$ cat src/rtl/exe_stage_mc.sv
// ============================================================================
// exe_stage_mc : execute stage with registered EX/MEM outputs, 1-cycle ALU
//                and iterative shift-add unsigned multiply with HI write-back
// Revision     : 1.0
// ============================================================================
`default_nettype none

module exe_stage_mc #(
  parameter int DATA_W     = 32,
  parameter int REG_ADDR_W = 5,
  parameter int SHAMT_W    = $clog2(DATA_W)
) (
  input  logic                  clk,
  input  logic                  resetn,
  input  logic                  flush_i,
  input  logic                  valid_i,
  input  logic [7:0]            aluop_i,
  input  logic [2:0]            alusel_i,
  input  logic [DATA_W-1:0]     reg1_i,
  input  logic [DATA_W-1:0]     reg2_i,
  input  logic [REG_ADDR_W-1:0] wd_i,
  input  logic                  wreg_i,
  output logic                  stall_o,
  output logic                  valid_o,
  output logic [DATA_W-1:0]     wdata_o,
  output logic [REG_ADDR_W-1:0] wd_o,
  output logic                  wreg_o,
  output logic [DATA_W-1:0]     hi_o,
  output logic                  hi_we_o
);

  typedef enum logic [1:0] {
    IDLE = 2'd0,
    BUSY = 2'd1,
    DONE = 2'd2
  } state_t;

  localparam logic [SHAMT_W-1:0] CNT_LAST = SHAMT_W'(DATA_W - 1);

  state_t                  state_q, state_d;
  logic [SHAMT_W-1:0]      cnt_q, cnt_d;
  logic [2*DATA_W-1:0]     mcand_q, mcand_d;
  logic [DATA_W-1:0]       mplier_q, mplier_d;
  logic [2*DATA_W-1:0]     acc_q, acc_d;
  logic [REG_ADDR_W-1:0]   lwd_q, lwd_d;
  logic                    lwreg_q, lwreg_d;
  logic                    valid_q, valid_d;
  logic [DATA_W-1:0]       wdata_q, wdata_d;
  logic [REG_ADDR_W-1:0]   wd_q, wd_d;
  logic                    wreg_q, wreg_d;
  logic [DATA_W-1:0]       hi_q, hi_d;
  logic                    hi_we_q, hi_we_d;

  logic                    is_mul;
  logic [DATA_W-1:0]       alu_res;
  logic                    alu_known;
  logic [SHAMT_W-1:0]      shamt;

  assign is_mul = (alusel_i == 3'b101) && (aluop_i == 8'h19);
  assign shamt  = reg1_i[SHAMT_W-1:0];

  always_comb begin
    alu_res   = '0;
    alu_known = 1'b1;
    case ({alusel_i, aluop_i})
      {3'b001, 8'h25}: alu_res = reg1_i | reg2_i;
      {3'b001, 8'h24}: alu_res = reg1_i & reg2_i;
      {3'b001, 8'h26}: alu_res = reg1_i ^ reg2_i;
      {3'b001, 8'h27}: alu_res = ~(reg1_i | reg2_i);
      {3'b010, 8'h7C}: alu_res = reg2_i << shamt;
      {3'b010, 8'h02}: alu_res = reg2_i >> shamt;
      {3'b010, 8'h03}: alu_res = $signed(reg2_i) >>> shamt;
      {3'b100, 8'h20}: alu_res = reg1_i + reg2_i;
      {3'b100, 8'h22}: alu_res = reg1_i - reg2_i;
      {3'b100, 8'h2A}: alu_res = {{(DATA_W-1){1'b0}}, ($signed(reg1_i) < $signed(reg2_i))};
      default:         alu_known = 1'b0;
    endcase
  end

  always_comb begin
    state_d  = state_q;
    cnt_d    = cnt_q;
    mcand_d  = mcand_q;
    mplier_d = mplier_q;
    acc_d    = acc_q;
    lwd_d    = lwd_q;
    lwreg_d  = lwreg_q;
    valid_d  = 1'b0;
    wdata_d  = '0;
    wd_d     = '0;
    wreg_d   = 1'b0;
    hi_d     = hi_q;
    hi_we_d  = 1'b0;
    if (flush_i) begin
      state_d = IDLE;
      cnt_d   = '0;
      hi_d    = '0;
    end else begin
      case (state_q)
        IDLE: begin
          if (valid_i && is_mul) begin
            mcand_d  = {{DATA_W{1'b0}}, reg1_i};
            mplier_d = reg2_i;
            acc_d    = '0;
            cnt_d    = '0;
            lwd_d    = wd_i;
            lwreg_d  = wreg_i;
            state_d  = BUSY;
          end else if (valid_i) begin
            valid_d = 1'b1;
            wdata_d = alu_res;
            wd_d    = wd_i;
            wreg_d  = wreg_i & alu_known;
          end
        end
        BUSY: begin
          // one multiplier bit per cycle, LSB first
          if (mplier_q[0]) acc_d = acc_q + mcand_q;
          mcand_d  = mcand_q << 1;
          mplier_d = mplier_q >> 1;
          cnt_d    = cnt_q + SHAMT_W'(1);
          if (cnt_q == CNT_LAST) state_d = DONE;
        end
        DONE: begin
          valid_d = 1'b1;
          wdata_d = acc_q[DATA_W-1:0];
          hi_d    = acc_q[2*DATA_W-1:DATA_W];
          hi_we_d = 1'b1;
          wd_d    = lwd_q;
          wreg_d  = lwreg_q;
          state_d = IDLE;
        end
        default: state_d = IDLE;
      endcase
    end
  end

  always_ff @(posedge clk) begin
    if (!resetn) begin
      state_q  <= IDLE;
      cnt_q    <= '0;
      mcand_q  <= '0;
      mplier_q <= '0;
      acc_q    <= '0;
      lwd_q    <= '0;
      lwreg_q  <= 1'b0;
      valid_q  <= 1'b0;
      wdata_q  <= '0;
      wd_q     <= '0;
      wreg_q   <= 1'b0;
      hi_q     <= '0;
      hi_we_q  <= 1'b0;
    end else begin
      state_q  <= state_d;
      cnt_q    <= cnt_d;
      mcand_q  <= mcand_d;
      mplier_q <= mplier_d;
      acc_q    <= acc_d;
      lwd_q    <= lwd_d;
      lwreg_q  <= lwreg_d;
      valid_q  <= valid_d;
      wdata_q  <= wdata_d;
      wd_q     <= wd_d;
      wreg_q   <= wreg_d;
      hi_q     <= hi_d;
      hi_we_q  <= hi_we_d;
    end
  end

  assign stall_o = resetn & (((state_q == IDLE) & valid_i & is_mul) | (state_q == BUSY));
  assign valid_o = valid_q;
  assign wdata_o = wdata_q;
  assign wd_o    = wd_q;
  assign wreg_o  = wreg_q;
  assign hi_o    = hi_q;
  assign hi_we_o = hi_we_q;

endmodule

`default_nettype wire

$ cat config.mk
export PLATFORM = sky130hd
export DESIGN_NAME = exe_stage_mc
export DESIGN_NICKNAME = d
export VERILOG_FILES = /design/src/rtl/exe_stage_mc.sv
export SDC_FILE = /design/constraint.sdc
export NUM_CORES = 1
export LEC_CHECK = 0
export CAP_MARGIN = 5
export CORE_MARGIN = 10
export CORE_UTILIZATION = 55
export DETAILED_ROUTE_END_ITERATION = 8
export PLACE_DENSITY = 0.75
export RECOVER_POWER = 25
export SYNTH_ARGS = -nofsm -noshare
export SYNTH_HDL_FRONTEND = slang
export SYNTH_SLANG_ARGS = --single-unit
$ cat constraint.sdc
create_clock -name clk -period 5.95 [get_ports clk]
set_clock_uncertainty 0.1 [all_clocks]
set_input_delay 0.8925 -clock clk [delete_from_list [all_inputs] [get_ports clk]]
set_output_delay 0.8925 -clock clk [all_outputs]
set_load 0.01 [all_outputs]
After elaboration in Yosys (flattened, before gate mapping)
Index checks and enable logic that the tools add are counted.
- logic and storage cells: 88
- output and inout port bits: 73
- bits in registers: 245
- shift-type cells: 3
- equality and inequality tests: 18
- bitwise operators: 11
- add/subtract/negate cells: 4
- $lt $le $gt $ge: 1
- mux-type cells: 27
- reduce and logical (&&, ||, !) cells: 11
- operators with widths (cell ; number):
    $pmux W32 S10 ; 1
    $pmux W64 S2 ; 2
    $mux W64 ; 3
    $pmux W32 S2 ; 2
    $mux W32 ; 3
    $add A64 B64 Y64 ; 1
    $eq A11 B9 Y1 const B ; 4
    $eq A11 B10 Y1 const B ; 3
    $eq A11 B11 Y1 const B ; 3
    $add A32 B32 Y32 ; 1
    $and A32 B32 Y32 ; 1
    $lt A32 B32 Y1 ; 1
    $not A32 Y32 ; 1
    $or A32 B32 Y32 ; 1
    $shl A32 B5 Y32 ; 1
    $shr A32 B5 Y32 ; 1
    $sshr A32 B5 Y32 ; 1
    $sub A32 B32 Y32 ; 1
    $xor A32 B32 Y32 ; 1
    $pmux W5 S2 ; 2
    $mux W5 ; 3
    $reduce_or A10 Y1 ; 1
    $eq A8 B5 Y1 const B ; 1
    $mux W1 ; 6
    other kinds (19) ; 30

Longest topological paths before layout
Gate-level depths: netlist (run 1).
- depth in word-level cells: 7
- gate-level depth with buffers: 17
- depth with buffers taken out: 14

Worst setup path after synthesis (run 1)
No wires, ideal clock.
- path type: input to register
- from: in reg1_i[2]
- to: reg wdata_q[18] (netlist: wdata_o[18])
- setup time: 0.120 ns
- path slack: 1.175 ns
- cell stages on the path: 16
- buffers on the path: 4
- arrival: 4.555 ns
- required time: 5.730 ns
- cell sequence: clkbuf_1 > clkinv_1 > buf_1 > buf_1 > buf_2 > ha_1 > nor2b_1 > o311a_1 > nor4_2 > nor2_1 > a311oi_4 > o31ai_1 > a211o_1 > a311oi_1 > a311oi_1 > a211o_1
- longest elaborated chain between the ends: 5
- ends and longest elaborated chain (item ; line ; text):
    start: declaration ; 19 ; input logic [DATA_W-1:0] reg1_i,
    $sub A32 B32 Y32 (tied with other cells) ; 74 ; {3'b100, 8'h22}: alu_res = reg1_i - reg2_i;
    $pmux W32 S10 * ; 65 ; case ({alusel_i, aluop_i})
    $mux W32 * ; 109 ; end else if (valid_i) begin
    $mux W32 * ; 101 ; if (valid_i && is_mul) begin
    $pmux W32 S2 * ; 99 ; case (state_q)
    end signal: assignment ; 162 ; wdata_q <= wdata_d;
    end: declaration ; 48 ; logic [DATA_W-1:0] wdata_q, wdata_d;
Every way passes the cells marked *; elsewhere a longest branch is shown, timed or not.
A chain may end at the register's enable or synchronous reset.

Final worst setup path (run 1)
- from: in reg2_i[11]
- to: reg wdata_q[27] (netlist: wdata_o[27])
- longest elaborated chain between the ends: 5
- ends and longest elaborated chain (item ; line ; text):
    start: declaration ; 20 ; input logic [DATA_W-1:0] reg2_i,
    $sub A32 B32 Y32 (tied with other cells) ; 74 ;
    $pmux W32 S10 * ; 65 ;
    $mux W32 * ; 109 ;
    $mux W32 * ; 101 ;
    $pmux W32 S2 * ; 99 ;
Marked as above.

==> flow_summary.yaml, run 1 <==
status:
  status: "finished, violations left"
  violations: "capacitance limit, slew limit"
global_routing:
  grt_pass1_vias: 21600
  antenna_found_initial: 3
  top_usage_layer: "met2"
  grt_start_max_net_pins: 129
  use_met3_pct: 7.92
  overflow: 0
  grt_util_met1_pct: 46.7
  grt_pass1_wl_mm: 132
  track_usage_pct: 34.9
  grtUsageMet2_pct: 51.8
route:
  drt.antenna.violating_nets: 0
  viasPerCell: 6.95
  drt_iter0_markers: 3447
  vias: 23100
  route.detailed.drc: 0
  firstDrtPassIters: 6
  detail_route.wl_per_cell_um: 26.2
  routed_wl_mm: 87.0
timing:
  tightest_slew_ns: 1.86
  report.final.setup_viol: 0
  max_freq_ghz: 0.205
  finalHoldViolCount: 0
  setup_ws_ns: 1.08
  grt_setup_unrepaired: "false"
  fin_crit_ns: 4.87
  whs_ns: 0.350
  min_period_over_period_pct: 81.8
  relSlewSlack_pct: -23.8
  drv_slew: 41
  fin_setup_tns_ns: 0
power:
  p_leak_nw: 10.2
  power_density_mw_per_mm2: 178
  finalPower_mw: 4.34
  ir_drop_uv: 227
logic_synthesis:
  ys_async_sr_fraction_pct: 0
  yosys_warnings: 0
  synth_flop_cell: "dfxtp_1"
  ys_seq_area_share_pct: 22.6
  ys_ff_latch: 245
  syn-instance-count: 2773
  synth.cell_area_sq_mm: 0.0217
  avgSynthCellArea_sq_um: 7.84
  synth-edff-count: 0
  synth_area_leaders: "dfxtp_1 23%, ha_1 9.4%, mux4_2 5.9%, a21oi_1 5.9%, nand2_1 5.4%"
  synth.distinct_cells: 94
  synth_top_area_cell: "dfxtp_1"
  syn-num-nets: 3025
  netlist.area_leader.share_pct: 22.6
floorplanning:
  die_w_um: 219
  die_y_um: 219
  dieArea_sq_mm: 0.0479
  fp-row-count: 72
  start_util_pct: 56.0
  core_sq_mm: 0.0388
  ioPinCount: 158
placed_design:
  place_inst: 3276
  dp_slack_ns: 0.742
  dp_hpwl_mm: 64.0
  numPortBuffers: 157
  postPlaceCellArea_sq_mm: 0.0235
  gp_congestion: 1.05
final_layout:
  final_area_sq_mm: 0.0244
  syn_to_final_growth_pct: 12.1
  stdcell_count: 3327
  nNetsFinal: 3040
  utilization_pct: 62.8
  drive_gt1_share_pct: 7.55
setup_path:
  critPathMaxFanout: 10
  worstPathArrival_ns: 5.27
  cp-start-kind: "primary input"
  required_ns: 6.35
  worstSetupPathType: "in -> reg"
  endpoint_kind: "flip-flop"
clock_tree:
  cts_resized: 0
  cts_tree: "done"
  htreeDepth: 1
  cts_max_path_buffers: 3
  root_buffer: "clkbuf_16"
  hold_buffers: 0
  clock-sinks: 245
  clock_latency_ns: 0.59
  postCtsSetupBuffers: 0
  numCtsBuffers: 28
  clk_pin_slew_ns: 0.07
worst_hold_path:
  hold_class: "reg -> reg"
job:
  maxCapViolCount: 1
[layer usage]
layer	wire length, um	up-vias	share of wire, %
met1	35300	11000	41
met4	4960	0	5.7
li1	-	10300	-
met5	0	-	0
met2	37000	1523	42
met3	9860	306	11
[layout make-up]
class / count / area, sq um
clock inverters: 10 / 72.6
fillers: 3478 / 14500
clock buffers: 40 / 827
diodes: 1 / 2.50
repair buffers: 209 / 1940
well taps: 518 / 648
multi-input cells: 2191 / 15600
flip-flops and latches: 245 / 4900
inverters: 113 / 424
[report_power, final]
group,switching (mW),leakage [nW],internal (mW)
registers,0.000385,1.97,1.64
clock network,0.750,0.441,0.967
logic,0.625,7.74,0.360
total,1.37,10.2,2.97
[flip-flops by register name (all words and copies together) (netlist names), 2 cells and up]
register  flops
acc_q        64
mcand_q      64
hi_o         32
mplier_q     32
wdata_o      32
cnt_q         5
lwd_q         5
wd_o          5
state_q       2
[cells in the mapped netlist (13+ instances only)]
cell / number
o21bai_1: 37
nor3_1: 46
dfxtp_1: 245
o21ai_0: 168
buf_1: 18
o31ai_1: 20
a221oi_1: 22
a22oi_1: 61
and3_1: 15
mux4_2: 57
o221ai_1: 17
nand4_1: 32
xnor2_1: 73
a22o_1: 32
a31oi_1: 18
mux2i_1: 45
o22ai_1: 18
nand3_1: 37
nor2b_1: 61
o211a_1: 65
nand2_1: 311
a211oi_1: 32
and2_1: 15
clkbuf_1: 171
a211o_1: 16
o211ai_1: 82
a21oi_1: 256
nor4_1: 13
xor2_1: 32
nor2_1: 210
buf_2: 26
a21o_1: 47
or3_1: 14
ha_1: 164
inv_1: 108
[critical path, stage by stage]
cell,delay (ns)
clkdlybuf4s50_1,0.72
inv_1,0.16
ha_1,0.44
nor3_1,0.49
o31ai_1,0.17
o31ai_1,0.61
a31oi_2,0.30
o41ai_1,0.90
a221o_1,0.27
o21ai_0,0.08
a211oi_1,0.24
[cells in the final DEF (no fill, tap or decap), types with 58 or more instances in the layout]
cell             netlist  routed
o211a_1               65      65
a22oi_1               61      61
o21ai_0              168     168
inv_1                108     108
dfxtp_1              245     245
nand2_1              311     311
xnor2_1               73      73
nor2_1               210     209
ha_1                 164     164
o211ai_1              82      82
clkdlybuf4s50_1        0     108
a21oi_1              256     256
nor2b_1               61      58
[kinds of logic (layout without fill, tap and decap cells)]
family,after synthesis,in the layout,share of synthesized area [%]
buffers and inverters,337,372,6.11
AOI/OAI and AO/OA,1006,1006,32.1
other,0,1,0
muxes,108,108,8.29
DFF,245,245,22.6
and+or+nand+nor,805,805,17.0
xor gates and xnor gates,105,105,4.23
adders and majority gates,167,167,9.71
[final timing paths]
kind / to / from / slack (ns) / cells after the start
max: wdata_o[27]$_SDFF_PP0_ / reg2_i[11] / 1.08 / 11
min: hi_o[25]$_SDFFE_PP0P_ / hi_o[25]$_SDFFE_PP0P_ / 0.35 / 2
max reg2reg: acc_q[62]$_SDFFE_PN0P_ / acc_q[0]$_SDFFE_PN0P_ / 1.64 / 12
min reg2reg: hi_o[25]$_SDFFE_PP0P_ / hi_o[25]$_SDFFE_PP0P_ / 0.35 / 2
No activity file was read; power rests on OpenSTA's default activity.
==> run 2, diff against run 1 <==
--- a/config.mk
+++ b/config.mk
@@ -9,7 +9,7 @@
 export CORE_MARGIN = 10
 export CORE_UTILIZATION = 55
 export DETAILED_ROUTE_END_ITERATION = 8
-export PLACE_DENSITY = 0.75
+export PLACE_DENSITY = 0.78
 export RECOVER_POWER = 25
 export SYNTH_ARGS = -nofsm -noshare
 export SYNTH_HDL_FRONTEND = slang
==> constraint.sdc (replaced) <==
create_clock -name clk -period 4.3 [get_ports clk]
set_clock_uncertainty 0.1 [all_clocks]
set_input_delay 0.645 -clock clk [delete_from_list [all_inputs] [get_ports clk]]
set_output_delay 0.645 -clock clk [all_outputs]
set_load 0.01 [all_outputs]
==> run 2 against run 1 <==
  * Routed wire length rose by 3.0%
  * Final area is 4.4% higher
  * Global-route usage grew 0.89 points
  * Largest power group unchanged
  * Flip-flop and latch count is the same
  * The flow still finishes with violations (capacitance limit, slew limit)
  * Hold slack improved by 0.00087 ns
==> flow_summary.yaml, run 2 (synthesized netlist as in run 1, its figures left out) <==
setup_path:
  path_depth: 7
  crit_start: "aluop_i[6]"
  endpoint: "stall_o"
  cp-start-kind: "primary input"
  crit_family: "simple AND/OR/NAND/NOR gates"
  critPathMaxFanout: 7
  r2r_start: "mcand_q[0]$_SDFFE_PN0P_"
  cpMostUsedCell: "clkdlybuf4s50_1"
  slowest_stage: "clkdlybuf4s50_1"
  cp_num_buf_inv: 2
  cpPeakStageDelay_ns: 0.57
  reg2reg_slack_ns: 0.24
  worstPathArrival_ns: 3.54
  crit_chain: "clkdlybuf4s50_1, nor4b_1, nand4_1, or3b_1, and2_1, nor2b_1, clkdlybuf4s50_1"
  rr_worst_depth: 12
  required_ns: 3.56
  r2r_end: "acc_q[60]$_SDFFE_PN0P_"
  endpoint_kind: "output port"
  worstSetupPathType: "in -> out"
power:
  p_leak_nw: 10.8
  ir_drop_uv: 334
  power_density_mw_per_mm2: 248
  finalPower_mw: 6.32
worst_hold_path:
  hp-start: "hi_o[27]$_SDFFE_PP0P_"
  hold_class: "reg -> reg"
clock_tree:
  clock-sinks: 245
  clock_latency_ns: 0.62
  root_buffer: "clkbuf_16"
  cts_resized: 0
  htreeDepth: 1
  hold_buffers: 0
  numCtsBuffers: 29
  cts_max_path_buffers: 3
  clk_pin_slew_ns: 0.06
  cts_tree: "done"
  postCtsSetupBuffers: 0
status:
  violations: "capacitance limit, slew limit"
  status: "finished, violations left"
placed_design:
  gp_congestion: 1.07
  postPlaceCellArea_sq_mm: 0.0245
  dp_hpwl_mm: 67.8
  place_inst: 3394
  dp_slack_ns: -0.603
  numPortBuffers: 157
floorplanning:
  die_w_um: 219
  start_util_pct: 56.0
  dieArea_sq_mm: 0.0479
  fp-row-count: 72
  core_sq_mm: 0.0388
  ioPinCount: 158
  die_y_um: 219
timing:
  min_period_over_period_pct: 99.6
  report.final.setup_viol: 0
  max_freq_ghz: 0.233
  fin_crit_ns: 4.28
  tightest_slew_ns: 1.82
  drv_slew: 40
  setup_ws_ns: 0.0159
  finalHoldViolCount: 0
  relSlewSlack_pct: -21.1
  fin_setup_tns_ns: 0
  grt_setup_unrepaired: "false"
route:
  drt.antenna.violating_nets: 0
  drt_iter0_markers: 2950
  routed_wl_mm: 89.7
  viasPerCell: 6.82
  firstDrtPassIters: 7
  route.detailed.drc: 0
  detail_route.wl_per_cell_um: 26.0
  vias: 23500
final_layout:
  stdcell_count: 3448
  drive_gt1_share_pct: 11.6
  nFillCells: 3364
  nNetsFinal: 3160
  layout_commonest_cell: "nand2_1"
  final_cell_mix: "311 x nand2_1, 256 x a21oi_1, 245 x dfxtp_1"
  syn_to_final_growth_pct: 17.0
  final_area_sq_mm: 0.0255
  top_regs: "acc_q: 64 flops, mcand_q: 64 flops"
  multi_input_area_sq_mm: 0.0156
  regArea_sq_mm: 0.00490
global_routing:
  grt_pass1_wl_mm: 135
  track_usage_pct: 35.8
  grt_start_max_net_pins: 129
  grt_pass1_vias: 22100
  overflow: 0
  antenna_found_initial: 2
job:
  maxCapViolCount: 1
[run 2: changes by cell type in the layout (fill, tap and decap cells not counted), moves of 3 or more]
cell and delta:
dlygate4sd3_1 +15, clkbuf_1 -4, clkdlybuf4s50_1 -15, buf_4 +111, clkinvlp_4 +5, buf_12 +7
clkbuf_8 -3
[run 2: worst min-delay path by stage]
stage,to,slack [ns],cells after the start
CTS,hi_o[11]$_SDFFE_PP0P_,0.35,2
finish,hi_o[27]$_SDFFE_PP0P_,0.35,2
floorplan,mplier_q[31]$_SDFFE_PN0P_,0.34,2
global placement,hi_o[25]$_SDFFE_PP0P_,0.34,2
detailed placement,hi_o[11]$_SDFFE_PP0P_,0.35,2
global route,hi_o[11]$_SDFFE_PP0P_,0.37,2
[run 2: per-stage QoR]
step	hold WS, ns	util (%)
finish	0.351	65.6
global route	0.368	65.5
CTS	0.355	65.6
detailed placement	0.345	63.0
global placement	0.344	63.0
floorplan	0.341	-
[run 2: per-layer routing]
layer  global-route usage [%]  vias up  wire (um)
met5                     2.19        -        148
met4                     17.3        4       4790
met3                     7.18      267       9510
met2                     54.2     1444      38500
met1                     47.8    11300      36700
li1                         -    10500          -
[run 2: power breakdown]
group          internal (mW)  switching, mW  total, mW
clock network           1.43           1.15       2.58
registers               2.27       0.000492       2.27
logic                  0.585          0.885       1.47
total                   4.28           2.04       6.32
[run 2: final cells by class]
| cell class | count | share of cell area [%] |
|---|---|---|
| Multi-Input combinational cell | 2191 | 61.2 |
| Sequential cell | 245 | 19.3 |
| Clock inverter | 19 | 0.801 |
| Antenna cell | 1 | 0.00983 |
| Inverter | 113 | 1.67 |
| Timing Repair Buffer | 328 | 11.5 |
| Clock buffer | 33 | 3.03 |
| Tap cell | 518 | 2.55 |
[run 2: worst reg2reg max path, delay by kind of cell (launching register included)]
family	cells	cell delay [ns]
adder cells (fa/ha/maj)	2	0.50
XOR/XNOR	1	0.24
flip-flops	1	0.37
AO/OA/AOI/OAI	9	2.73
